[src/rtl/network_sequencer.sv]
// Run controller for one bitstream perceptron network: accept a vector, clear, settle, stream, capture, respond.
// Optional macro SEQ_ABORT_EN adds an abort input that cancels an in-flight run.
module network_sequencer #(
  parameter int INPUT_SIZE  = 2,
  parameter int OUTPUT_SIZE = 1,
  parameter int STREAM_LEN  = 256,
  parameter int SETTLE      = 2
) (
  input  logic clk,
  input  logic rst,
  input  logic req_valid,
  output logic req_ready,
  input  int   req_data   [0:INPUT_SIZE-1],
  output int   net_input  [0:INPUT_SIZE-1],
  output logic net_n_rst,
  output logic net_compute,
  input  int   net_output [0:OUTPUT_SIZE-1],
  output logic resp_valid,
  input  logic resp_ready,
  output int   resp_data  [0:OUTPUT_SIZE-1],
  output logic busy
`ifdef SEQ_ABORT_EN
  ,
  input  logic abort
`endif
);

  localparam int CW = $clog2(STREAM_LEN + 1);
  localparam logic [CW-1:0] SETTLE_LAST = CW'(SETTLE - 1);
  localparam logic [CW-1:0] RUN_LAST    = CW'(STREAM_LEN - 1);

  typedef enum logic [2:0] {
    S_IDLE, S_CLEAR, S_SETTLE, S_RUN, S_CAPTURE, S_RESP
  } state_t;

  state_t        state;
  logic [CW-1:0] cnt;
  logic          n_rst_q;
  logic          active;
  logic          kill;

  assign req_ready = (state == S_IDLE);
  assign busy      = (state != S_IDLE);
  assign active    = (state == S_CLEAR) || (state == S_SETTLE) ||
                     (state == S_RUN)   || (state == S_CAPTURE);

`ifdef SEQ_ABORT_EN
  // Abort pulls the network into reset in the same cycle it is seen.
  assign kill      = abort & active;
  assign net_n_rst = n_rst_q & ~kill;
`else
  assign kill      = 1'b0;
  assign net_n_rst = n_rst_q;
`endif

  always_ff @(posedge clk or posedge rst) begin
    if (rst) begin
      state       <= S_IDLE;
      cnt         <= '0;
      n_rst_q     <= 1'b0;
      net_compute <= 1'b0;
      resp_valid  <= 1'b0;
      net_input   <= '{default: 0};
      resp_data   <= '{default: 0};
    end else if (kill) begin
      state       <= S_IDLE;
      cnt         <= '0;
      n_rst_q     <= 1'b1;
      net_compute <= 1'b0;
      resp_valid  <= 1'b0;
    end else begin
      n_rst_q     <= 1'b1;
      net_compute <= 1'b0;
      case (state)
        S_IDLE: begin
          if (req_valid) begin
            net_input <= req_data;
            state     <= S_CLEAR;
            cnt       <= '0;
            n_rst_q   <= 1'b0;
          end
        end
        S_CLEAR: begin
          state <= S_SETTLE;
          cnt   <= '0;
        end
        S_SETTLE: begin
          if (cnt == SETTLE_LAST) begin
            state <= S_RUN;
            cnt   <= '0;
          end else begin
            cnt <= cnt + 1'b1;
          end
        end
        S_RUN: begin
          if (cnt == RUN_LAST) begin
            state       <= S_CAPTURE;
            cnt         <= '0;
            net_compute <= 1'b1;
          end else begin
            cnt <= cnt + 1'b1;
          end
        end
        S_CAPTURE: begin
          // cnt==0 is the compute cycle; the integrators are read one cycle later.
          if (cnt == '0) begin
            cnt <= CW'(1);
          end else begin
            resp_data  <= net_output;
            resp_valid <= 1'b1;
            state      <= S_RESP;
            cnt        <= '0;
          end
        end
        S_RESP: begin
          if (resp_ready) begin
            resp_valid <= 1'b0;
            state      <= S_IDLE;
            cnt        <= '0;
          end
        end
        default: begin
          state <= S_IDLE;
          cnt   <= '0;
        end
      endcase
    end
  end

endmodule

[config.mk]
export PLATFORM = sky130hd
export DESIGN_NAME = network_sequencer
export DESIGN_NICKNAME = d
export VERILOG_FILES = /design/src/rtl/network_sequencer.sv
export SDC_FILE = /design/constraint.sdc
export NUM_CORES = 1
export LEC_CHECK = 0
export CORE_MARGIN = 2
export CORE_UTILIZATION = 25
export CTS_CLUSTER_DIAMETER = 50
export DETAILED_ROUTE_END_ITERATION = 10
export SLEW_MARGIN = 25
export SYNTH_ARGS = -nofsm -noshare
export SYNTH_HDL_FRONTEND = slang
export SYNTH_SLANG_ARGS = --single-unit
[constraint.sdc]
create_clock -name clk -period 3.71 [get_ports clk]
set_input_delay 0.742 -clock clk [delete_from_list [all_inputs] [get_ports clk]]
set_output_delay 0.742 -clock clk [all_outputs]
set_load 0.02 [all_outputs]
==> results.ini <==
[cts]
cts_num_sinks = 111
cts-resized-gates = 0
cts_root_buf = clkbuf_16
cts_buffers = 9
path_clk_slew_ns = 0.07
cts_hold_buf = 0
clk_path_buf_depth = 2
tritoncts = built
cts_max_level = 3
clock_latency_ns = 0.35
post_cts.repair.setup_buffers = 0

[setup_path]
cp_slowest_cell = clkdlybuf4s50_1
r2r_end = cnt[2]
worstRegToRegCells = 9
crit_cells = 2
cp.arrival_ns = 1.94
startpoint_type = flip-flop
cp-end-kind = output port
crit_required_ns = 2.97
r2r_slack_ns = 1.29
critPathTopFamily = buffers and inverters
cp_max_fo = 14
criticalPathCategory = flip-flop to output port
r2r-start = cnt[0]
worstPathCellList = nor3_1, clkdlybuf4s50_1
crit_path_max_incr_delay_ns = 0.68
crit_buf_inv = 1

[floorplan]
start_util_pct = 25.68
die_area_mm2 = 0.01975
core-area_mm2 = 0.01815
die_x_um = 140.5
io_pins = 201
num_rows = 49
die_h_um = 140.5

[logic_synthesis]
synthArstFlopShare_pct = 100.0
synthMuxAreaShare_pct = 25.54
synth-edff-count = 0
synthTopCellsByCount = 111 x dfrtp_1, 49 x mux2_1, 29 x mux2_4, 18 x mux2_2, 9 x inv_1
yosysMostFrequentCell = dfrtp_1
syn_area_mm2 = 0.004659
synth-simple-area-share_pct = 5.747
synth_top_cells_by_area = dfrtp_1 60%, mux2_1 12%, mux2_4 9.3%, mux2_2 4.4%, buf_6 1.5%
syn_area_per_cell_um2 = 15.69
yosysTopAreaCellShare_pct = 59.61
synth_top_family_by_area = multiplexers
yosys.area_share.adder_pct = 1.343
synth-seq-cells = 111
synth-compound-area-share_pct = 3.142
ys_warn_count = 0
syn-num-nets = 402
syn_inst = 297
yosys.area_share.xor_xnor_pct = 0.5639
yosysUniqueCellTypes = 41
synth_area_leader_cell = dfrtp_1
synth_flop_cell = dfrtp_1
ys_seq_area_share_pct = 59.61

[global_route]
grt_max_degree = 66
grt_pass1_wl_um = 17990
gr-total-overflow = 0
gr-usage-met1_pct = 14.11
antenna_found_initial = 0
busiest_layer = met2
grtUsageMet3_pct = 3.385
grt_use_met2_pct = 19.48
grt_pass1_vias = 3430
grtUsageTotal_pct = 11.46

[sta]
max_slew.worst_pin.slew_ns = 0.8740
fin_ws_ns = 1.032
finalHoldViolCount = 0
rsz0062_at_grt = false
fin_skew_ns = 0.009032
finalCritPeriodShare_pct = 72.18
report.final.setup_viol = 0
relSlewSlack_pct = 41.61
fin_crit_ns = 2.678
finalSetupTns_ns = 0
clock.fmax_ghz = 0.3734
drv_slew = 0

[placement]
gp_congestion = 0.7646
io_buffers = 200
dp_hpwl_um = 8058
pre_cts_ws_ns = 1.167
placed_cell_area_mm2 = 0.006859

[cells_and_area]
stdcell_area_mm2 = 0.007139
area_growth_pct = 53.22
fill_cells = 1677
post-route-util_pct = 39.34
diodes = 0
nNetsFinal = 604
drive_above_1_share_pct = 15.48

[power_and_ir_drop]
vdd_drop_max_v = 0.0001863
power.density_mw_per_mm2 = 424.0
p_leak_nw = 3.151

[detailed_routing]
wl_per_cell_um = 15.13
ant_nets = 0
route.vias.total = 3149
drc_errors = 0
drtIter0Drc = 133
via_per_inst = 4.296
finalWirelength_um = 11090
first_pass_iters = 4

[worst_hold_path]
min_from = net_input[8]
holdCritPathClass = flip-flop to flip-flop
whs_path_depth = 1
hold-path-endpoint = net_input[8]

[flow_run]
maxCapViolCount = 0

[outcome]
outcome = finished clean

==> layout by cell type, fill, tap and decap left out, types with 4 or more instances in the layout <==
master and count:
mux2_1 49, nor2_1 8, nand3_1 4, mux2_2 18, ha_1 5, clkdlybuf4s50_1 200
clkbuf_16 9, inv_1 8, mux2_4 29, nand2_1 6, dfrtp_1 111
==> area by class of cell <==
type | instances | area (µm²) | area share (%)
clock buffers | 9 | 225.2 | 3.155
clock inverters | 7 | 55.05 | 0.7711
inverters | 9 | 36.28 | 0.5082
multi-input cells | 163 | 1694 | 23.73
flip-flops and latches | 111 | 2778 | 38.91
well taps | 229 | 286.5 | 4.013
repair buffers | 205 | 2064 | 28.92
==> how the worst max path moves through the flow <==
| stage | endpoint | startpoint | slack [ns] |
|---|---|---|---|
| 2_1_floorplan | cnt[0] | rst | 0.04 |
| 3_3_place_gp | cnt[7] | resp_ready | 1.17 |
| 3_5_place_dp | cnt[7] | resp_ready | 1.17 |
| 4_1_cts | req_ready | state[0] | 1.01 |
| 5_1_grt | req_ready | state[0] | 0.94 |
| 6_report | req_ready | state[0] | 1.03 |
==> sequential cells by signal (all words and copies together) (netlist names) <==
signal	count
net_input	64
resp_data	32
cnt	9
state	3
net_compute	1
net_n_rst	1
resp_valid	1
==> cells by family (layout without fill, tap and decap cells) <==
logic type                 count (synthesis)  after routing
adders and majority gates                  5              5
xor gates and xnor gates                   3              3
DFF                                      111            111
muxes                                     96             96
AOI/OAI and AO/OA                         19             19
and+or+nand+nor                           40             40
buffers and inverters                     23            230
==> power by group <==
group,switching (mW),internal (mW),leakage (nW)
clock,0.472,0.465,0.138
sequential,0.116,1.33,1.47
combinational,0.281,0.368,1.54
total,0.869,2.16,3.15
==> layer usage <==
metal | share of wire (%) | routed length, µm
met1 | 44 | 4835
met2 | 49 | 5442
met3 | 6.2 | 684
met4 | 1.1 | 126
met5 | 0 | 0
==> worst register-to-register path, cell delays in order, from the launching register on <==
cell and delay [ns]:
dfrtp_1 0.45, ha_1 0.27, nand3_1 0.08, or2_2 0.12, inv_1 0.04, ha_1 0.19, and2_1 0.19, a311oi_1 0.49
nor4bb_1 0.37, a221o_1 0.16
==> through the flow <==
stage | std cells | hold slack [ns] | power, mW
floorplan | 297 | 0.5181 | 1.777
global placement | 717 | 0.4636 | 2.096
detailed placement | 717 | 0.4739 | 2.119
CTS | 733 | 0.4912 | 3.077
global route | 733 | 0.5084 | 3.183
finish | 733 | 0.4871 | 3.027
(Power assumes the default switching activity.)
